--- src/rtl/conv_pool_pkg.sv ---
// Shared types and constants for the conv+pool window scheduler.
// Optional stall counter in the top is enabled by CONV_POOL_SCHED_PERF_EN.
package conv_pool_pkg;

  localparam int DEF_IN_DIM   = 14;
  localparam int DEF_CHAN_OUT = 18;

  typedef enum logic [1:0] {
    IDLE   = 2'd0,
    SETTLE = 2'd1,
    EMIT   = 2'd2,
    DONE   = 2'd3
  } sched_state_t;

  // Output map side after a 6x6 window at stride 2.
  function automatic int out_dim(input int in_dim);
    return (in_dim - 4) / 2;
  endfunction

endpackage

--- src/rtl/conv_pool_scheduler_raster.sv ---
// Row/column raster counter over a DIM x DIM output map.
// c wraps at DIM-1 and carries into r; clr has priority over adv.
module raster_counter
  import conv_pool_pkg::*;
#(
  parameter int DIM = 5,
  parameter int CW  = (DIM > 1) ? $clog2(DIM) : 1
) (
  input  logic          clk,
  input  logic          rst,
  input  logic          clr,
  input  logic          adv,
  output logic [CW-1:0] r,
  output logic [CW-1:0] c,
  output logic          last
);

  localparam logic [CW-1:0] MAX_IDX = CW'(DIM - 1);

  logic [CW-1:0] r_row;
  logic [CW-1:0] r_col;

  always_ff @(posedge clk) begin
    if (rst || clr) begin
      r_row <= '0;
      r_col <= '0;
    end else if (adv) begin
      if (r_col == MAX_IDX) begin
        r_col <= '0;
        r_row <= (r_row == MAX_IDX) ? '0 : r_row + 1'b1;
      end else begin
        r_col <= r_col + 1'b1;
      end
    end
  end

  assign r    = r_row;
  assign c    = r_col;
  assign last = (r_row == MAX_IDX) && (r_col == MAX_IDX);

endmodule

--- src/rtl/conv_pool_scheduler.sv ---
// Steps the conv+pool datapath over every 6x6 window (stride 2) of the map and
// streams each pooled pixel vector out. CONV_POOL_SCHED_PERF_EN adds stall_cycles.
module conv_pool_scheduler
  import conv_pool_pkg::*;
#(
  parameter  int IN_DIM   = DEF_IN_DIM,
  parameter  int CHAN_OUT = DEF_CHAN_OUT,
  parameter  int DP_LAT   = 2,
  localparam int OUT_DIM  = out_dim(IN_DIM),
  localparam int CW       = (OUT_DIM > 1) ? $clog2(OUT_DIM) : 1
) (
  input  logic                clk,
  input  logic                rst,
  input  logic                start,
  output logic                busy,
  output logic                done,
  output logic                win_valid,
  output logic [CW-1:0]       win_r,
  output logic [CW-1:0]       win_c,
  input  logic [CHAN_OUT-1:0] dp_pixel,
  output logic                out_valid,
  input  logic                out_ready,
  output logic [CHAN_OUT-1:0] out_data,
  output logic [CW-1:0]       out_r,
  output logic [CW-1:0]       out_c,
  output logic                out_last,
`ifdef CONV_POOL_SCHED_PERF_EN
  output logic [15:0]         stall_cycles,
`endif
  output sched_state_t        dbg_state
);

  localparam int SW = (DP_LAT > 0) ? $clog2(DP_LAT + 1) : 1;

  sched_state_t        r_state;
  sched_state_t        w_next;
  logic [SW-1:0]       r_settle;
  logic [CHAN_OUT-1:0] r_out_data;
  logic [CW-1:0]       r_out_r;
  logic [CW-1:0]       r_out_c;
  logic                r_out_last;

  logic [CW-1:0] w_r;
  logic [CW-1:0] w_c;
  logic          w_last;
  logic          w_settle_last;
  logic          w_start_acc;
  logic          w_hs;
  logic          w_adv;

  // Output handshake: a result transfers on any cycle with out_valid && out_ready;
  // out_valid never drops and out_data/out_r/out_c/out_last never change until then.
  assign w_settle_last = (r_settle == SW'(DP_LAT));
  assign w_start_acc   = (r_state == IDLE) && start;
  assign w_hs          = (r_state == EMIT) && out_ready;
  assign w_adv         = w_hs && !r_out_last;

  raster_counter #(.DIM(OUT_DIM), .CW(CW)) u_raster (
    .clk  (clk),
    .rst  (rst),
    .clr  (w_start_acc),
    .adv  (w_adv),
    .r    (w_r),
    .c    (w_c),
    .last (w_last)
  );

  always_comb begin
    w_next = r_state;
    case (r_state)
      IDLE:    if (start) w_next = SETTLE;
      SETTLE:  if (w_settle_last) w_next = EMIT;
      EMIT:    if (out_ready) w_next = r_out_last ? DONE : SETTLE;
      DONE:    w_next = IDLE;
      default: w_next = IDLE;
    endcase
  end

  always_ff @(posedge clk) begin
    if (rst) begin
      r_state <= IDLE;
    end else begin
      r_state <= w_next;
    end
  end

  // Settle counter restarts at 0 on every entry to SETTLE.
  always_ff @(posedge clk) begin
    if (rst) begin
      r_settle <= '0;
    end else if ((r_state == SETTLE) && !w_settle_last) begin
      r_settle <= r_settle + 1'b1;
    end else begin
      r_settle <= '0;
    end
  end

  always_ff @(posedge clk) begin
    if (rst) begin
      r_out_data <= '0;
      r_out_r    <= '0;
      r_out_c    <= '0;
      r_out_last <= 1'b0;
    end else if ((r_state == SETTLE) && w_settle_last) begin
      r_out_data <= dp_pixel;
      r_out_r    <= w_r;
      r_out_c    <= w_c;
      r_out_last <= w_last;
    end
  end

`ifdef CONV_POOL_SCHED_PERF_EN
  logic [15:0] r_stall;

  always_ff @(posedge clk) begin
    if (rst || w_start_acc) begin
      r_stall <= '0;
    end else if ((r_state == EMIT) && !out_ready && (r_stall != 16'hFFFF)) begin
      r_stall <= r_stall + 16'd1;
    end
  end

  assign stall_cycles = r_stall;
`endif

  assign busy      = (r_state == SETTLE) || (r_state == EMIT);
  assign done      = (r_state == DONE);
  assign win_valid = (r_state == SETTLE);
  assign win_r     = w_r;
  assign win_c     = w_c;
  assign out_valid = (r_state == EMIT);
  assign out_data  = r_out_data;
  assign out_r     = r_out_r;
  assign out_c     = r_out_c;
  assign out_last  = r_out_last;
  assign dbg_state = r_state;

endmodule

--- config.mk ---
export PLATFORM = sky130hd
export DESIGN_NAME = conv_pool_scheduler
export DESIGN_NICKNAME = d
export VERILOG_FILES = /design/src/rtl/conv_pool_pkg.sv /design/src/rtl/conv_pool_scheduler_raster.sv /design/src/rtl/conv_pool_scheduler.sv
export SDC_FILE = /design/constraint.sdc
export NUM_CORES = 1
export LEC_CHECK = 0
export ABC_AREA = 1
export BUFFER_PORTS_ARGS = -buffer_cell sky130_fd_sc_hd__buf_2
export CORE_ASPECT_RATIO = 1.4
export CORE_MARGIN = 2
export CORE_UTILIZATION = 43
export DETAILED_ROUTE_END_ITERATION = 10
export PLACE_DENSITY = 0.75
export SLEW_MARGIN = 20
export SYNTH_ARGS = -nofsm -noshare
export SYNTH_HDL_FRONTEND = slang
export SYNTH_SLANG_ARGS = --single-unit
--- constraint.sdc ---
create_clock -name clk -period 1.21 [get_ports clk]
set_input_delay 0.0605 -clock clk [delete_from_list [all_inputs] [get_ports clk]]
set_output_delay 0.0605 -clock clk [all_outputs]
set_load 0.03 [all_outputs]
==> results of run 1 <==
-- what timing repair did --
item,CTS,global route
endpoints found under the setup margin,2,17
buffers inserted,2,0
hold buffers,0,0
pin swaps,1,4
gates resized for setup,6,20
-- cells in the final DEF, fill, tap and decap left out, drive strengths merged --
cell and n:
a21oi 11, buf 64, clkbuf 7, dfxtp 35
ha 10, inv 20, nand2 24, nand3 10
nor2 50, nor3 1, o21ai 26
-- worst paths after layout --
check	start	endpoint	slack, ps	cells past startpoint
max	dbg_state[1]	done	30	3
min	dp_pixel[10]	out_data[10]	20	3
max reg2reg	u_raster.c[0]	u_raster.r[1]	50	7
min reg2reg	r_settle[0]	r_settle[0]	410	1
-- layer usage --
layer,GRT usage [%],routed length (um),share of wire (%),vias up
li1,-,-,-,735
met1,18.3,1340,41,617
met2,28.7,1640,50,42
met3,4.02,202,6.2,7
met4,10.8,82,2.5,0
met5,0,0,0,-
-- area by class of cell --
class / instances / area (sq um) / area share, %
multi-input cells: 132 / 769 / 37.0
flip-flops and latches: 35 / 714 / 34.3
repair buffers: 64 / 360 / 17.3
clock buffers: 7 / 96.3 / 4.63
inverters: 19 / 83.8 / 4.03
well taps: 40 / 50.0 / 2.41
clock inverters: 1 / 6.26 / 0.301
-- flip-flops by register name, summed over array words and instances, names as in the netlist --
name / count
dbg_state: 2
out_c: 3
out_data: 18
out_last: 1
out_r: 3
r_settle: 2
u_raster.c: 3
u_raster.r: 3
-- kinds of logic after synthesis --
logic type / Yosys count
AOI/OAI and AO/OA: 37
adders and majority gates: 10
buffers and inverters: 25
DFF: 35
and+or+nand+nor: 85
-- power breakdown --
part           internal [mW]  switching [mW]
registers               1.24          0.0743
clock network          0.519           0.413
logic                  0.478           0.709
-- metrics by stage --
stage	worst slack, ps	utilization [%]
floorplan	-28.1	-
global placement	11.5	56.1
detailed placement	-19.1	56.1
CTS	-7.38	60.6
global route	-47.6	61.6
finish	25.1	61.6
-- worst reg2reg max path: stages, from the launching register on --
cell,delay [ps]
dfxtp_4,360
inv_2,60
ha_2,190
nand2_2,110
nor2_4,150
nand2_1,80
nand2_1,70
nor2_1,40
==> results.toml, run 1 <==
[grt]
grt_pass1_wl_um = 4880
first_global_vias = 1141
overflow = 0
track_usage_pct = 16.9
grt_max_degree = 33
antenna_found_initial = 0

[power]
ir_drop_uv = 1360
p_leak_nw = 1.01
p_per_area_nw_per_um2 = 1650
power_mw = 3.43

[place]
place_area_sq_um = 1890
dp_hpwl_um = 2310
gp_congestion = 0.801
dp.cells = 288
numPortBuffers = 58

[yosys]
synth_top_cell_by_area = "dfxtp_1"
yosysMostFrequentCell = "nor2_1"
synth_top_family_by_area = "simple AND/OR/NAND/NOR gates"
synth_warnings = 0
synth_fa_ha_area_share_pct = 8.31
ys_seq_area_share_pct = 46.6
synthFlopType = "dfxtp_1"
yosys-top-cells-area = "dfxtp_1, nor2_1, ha_1"
syn-num-nets = 224
synth_mux_area_share_pct = 0
synth_xor_xnor_area_share_pct = 0
synth_cell_types = 22
synth-seq-cells = 35
synth_compound_area_share_pct = 12.6
synthArstFlopShare_pct = 0
avgSynthCellArea_sq_um = 7.84
netlist_area_sq_um = 1510
synth_edf_count = 0
synth.top_cell.area_share_pct = 46.6
netlist_instances = 192
synth-simple-area-share_pct = 23.9
synth_common_cells = "nor2_1, dfxtp_1, nand2_1"

[floorplan]
core_sq_um = 3380
initial_core_util_pct = 44.6
ioPinCount = 59
fp.dieH_um = 74.0
die_area_sq_um = 4000
die_width_um = 54.0
row_count = 25

[detailed_routing]
initialDrtViolationCount = 14
first_pass_iters = 4
wl_per_cell_um = 11.0
vias = 1401
ant_nets = 0
viasPerCell = 4.70
drc = 0
routed_wl_um = 3270

[clock_network]
root_buffer = "clkbuf_8"
cts_tree = "yes"
clkTransAtPathRegs_ps = 70
clk_latency_ps = 280
cts_buffers = 5
cts.path.max_buffers = 2
clkSinkCount = 35
htree_levels = 2

[final_layout]
final_nets = 289
nFillCells = 312
fin_cells = 298
area_delta_synth_final_pct = 38.2
drive_gt1_share_pct = 39.9
fin_area_sq_um = 2080
antennaDiodeCount = 0

[run_status]
status = "complete, no violations"

[worst_setup_path]
start_kind = "flop"
path_delay_family = "flip-flops"
crit_slowest_cell = "dfxtp_4"
required_ps = 1150
critPathMaxFanout = 4
path_cells = "buf_4 > ha_1 > buf_6"
cp-end-kind = "output pin"
path_buf_inv = 2
max_stage_delay_ps = 370
worstPathArrival_ps = 1120
critPathKind = "flop to output pin"

[timing]
slew_viol_final = 0
clock_skew_ps = 3.95
period_share_pct = 97.9
fin_setup_tns_ps = 0
max_slew_margin_pct = 81.7
tightest_slew_ps = 275
setup_viol = 0
rsz0062_at_grt = "yes"
finalHoldViolations = 0
fin_crit_ps = 1180
whs_ps = 17.2
max_freq_mhz = 844

[min_path]
hp-class = "primary input to flop"

[job]
drv_cap = 0
Note: power is estimated with default switching activity, not from simulation.
==> run 2: changes to the inputs <==
--- a/config.mk
+++ b/config.mk
@@ -9,9 +9,9 @@
 export BUFFER_PORTS_ARGS = -buffer_cell sky130_fd_sc_hd__buf_2
 export CORE_ASPECT_RATIO = 1.4
 export CORE_MARGIN = 2
-export CORE_UTILIZATION = 43
+export CORE_UTILIZATION = 47
 export DETAILED_ROUTE_END_ITERATION = 10
-export PLACE_DENSITY = 0.75
+export PLACE_DENSITY = 0.78
 export SLEW_MARGIN = 20
 export SYNTH_ARGS = -nofsm -noshare
 export SYNTH_HDL_FRONTEND = slang
==> constraint.sdc (replaced) <==
create_clock -name clk -period 1.25 [get_ports clk]
set_input_delay 0.0625 -clock clk [delete_from_list [all_inputs] [get_ports clk]]
set_output_delay 0.0625 -clock clk [all_outputs]
set_load 0.03 [all_outputs]
==> run 2 against run 1 <==
Against the previous run:
- cell count decreased by 0.34%
- total power fell by 11%
- first-iteration DRC count increased by 57%
- clock skew hardly changed
- critical path depth stayed put
- sequential share of layout area grew 1.2 points
- flip-flop and latch count is the same
- non-clock buffer count is the same
- via count is 1.6% lower
- highest routed layer unchanged
- register-to-register slack better by 30 ps
- largest cell class unchanged
==> results.toml, run 2 (synthesis gave the netlist of run 1 again) <==
[final_layout]
final_cell_mix = "buf_2, nor2_1, dfxtp_1"
final_nets = 289
drive_gt1_share_pct = 34.9
area_delta_synth_final_pct = 33.0
final_common_cell = "buf_2"
fin_cells = 297
antennaDiodeCount = 0
utilization_pct = 64.7
largest_register_ffs = 18

[timing]
finalHoldViolations = 0
max_freq_mhz = 828
slew_viol_final = 0
fin_setup_tns_ps = 0
tightest_slew_ps = 288
period_share_pct = 96.6
setup_viol = 0
clock_skew_ps = 3.95
rsz0062_at_grt = "yes"
max_slew_margin_pct = 80.8
fin_crit_ps = 1210

[power]
p_leak_nw = 0.980
p_per_area_nw_per_um2 = 1530
ir_drop_uv = 1360

[detailed_routing]
wl_per_cell_um = 10.6
viasPerCell = 4.64
vias = 1379
drc = 0
ant_nets = 0
routed_wl_um = 3160
initialDrtViolationCount = 22
first_pass_iters = 4

[place]
dp_hpwl_um = 2350
gp_congestion = 0.814
numPortBuffers = 58
dp.cells = 287

[grt]
grt_use_met1_pct = 21.8
overflow = 0
first_global_vias = 1255
track_usage_pct = 18.5
busiest_layer = "met2"
grt_pass1_wl_um = 5220
antenna_found_initial = 0
grt_max_degree = 33
use_met2_pct = 31.1
met3_usage_pct = 4.64

[floorplan]
fp.dieH_um = 71.0
row_count = 24
initial_core_util_pct = 48.7
core_sq_um = 3090
die_area_sq_um = 3680
die_width_um = 51.8
ioPinCount = 59

[job]
drv_cap = 0

[clock_network]
cts_buffers = 5
clkSinkCount = 35
clk_latency_ps = 280
root_buffer = "clkbuf_8"
cts_tree = "yes"
clkTransAtPathRegs_ps = 70
cts.path.max_buffers = 2
cts_hold_buf = 0
htree_levels = 2

[worst_setup_path]
worstPathArrival_ps = 1140
worst-r2r-setup-slack_ps = 80
critPathKind = "flop to output pin"
required_ps = 1190
cp-end-kind = "output pin"
critPathMaxFanout = 6
crit_start = "dbg_state[1]"
critPathCapture = "busy"
start_kind = "flop"
r2r-end = "out_r[0]"
rr_worst_depth = 6
timing.rr.start = "dbg_state[0]"

[run_status]
status = "complete, no violations"

[min_path]
hp-class = "primary input to flop"
[run 2: where the power goes]
| part | internal (mW) | total, mW | switching (mW) | leakage [nW] |
|---|---|---|---|---|
| logic | 0.395 | 1.04 | 0.643 | 0.653 |
| clock network | 0.391 | 0.767 | 0.377 | 0.0422 |
| registers | 1.20 | 1.26 | 0.0639 | 0.285 |
| total | 1.98 | 3.07 | 1.08 | 0.980 |
[run 2: stage by stage]
stage / hold WS (ps) / power (mW) / setup slack [ps] / area, sq um
5_1_grt: 44.8 / 3.25 / 1.52 / 2000
3_3_place_gp: 308 / 2.20 / 83.2 / 1870
6_report: 20.5 / 3.07 / 42.7 / 2000
2_1_floorplan: 224 / 2.01 / 1.77 / 1550
4_1_cts: 20.8 / 3.04 / 13.4 / 1970
3_5_place_dp: 317 / 2.21 / 16.9 / 1870
[run 2: worst min-delay path by stage]
stage,from,end,slack [ps],cells after the start
final,dp_pixel[3],out_data[3],20,3
after global routing,dp_pixel[15],out_data[15],40,3
after CTS,dp_pixel[14],out_data[14],20,3
after detailed placement,dp_pixel[14],out_data[14],320,3
after global placement,dp_pixel[0],out_data[0],310,3
after floorplan,rst,u_raster.r[1],220,3
[run 2: routing by layer]
layer	vias to the layer above	routed length, um
li1	740	-
met4	0	49
met3	5	178
met2	42	1530
met1	592	1400
met5	-	0
[run 2: what timing repair did]
item,CTS,global route
endpoints found under the setup margin,1,18
setup buffers,2,0
pin swaps,0,0
gates resized for setup,1,17
endpoints found under the hold margin,0,0
[run 2: final cells by class]
type	count	area, sq um
fillers	289	1090
multi-input cells	132	726
well taps	39	48.8
clock buffers	7	76.3
clock inverters	1	5.00
repair buffers	64	354
inverters	19	81.3
flip-flops and latches	35	711
[run 2: critical path, stage by stage, from the launching register on]
cell and delay [ps]:
dfxtp_4 390, inv_4 50, ha_1 280, buf_6 140
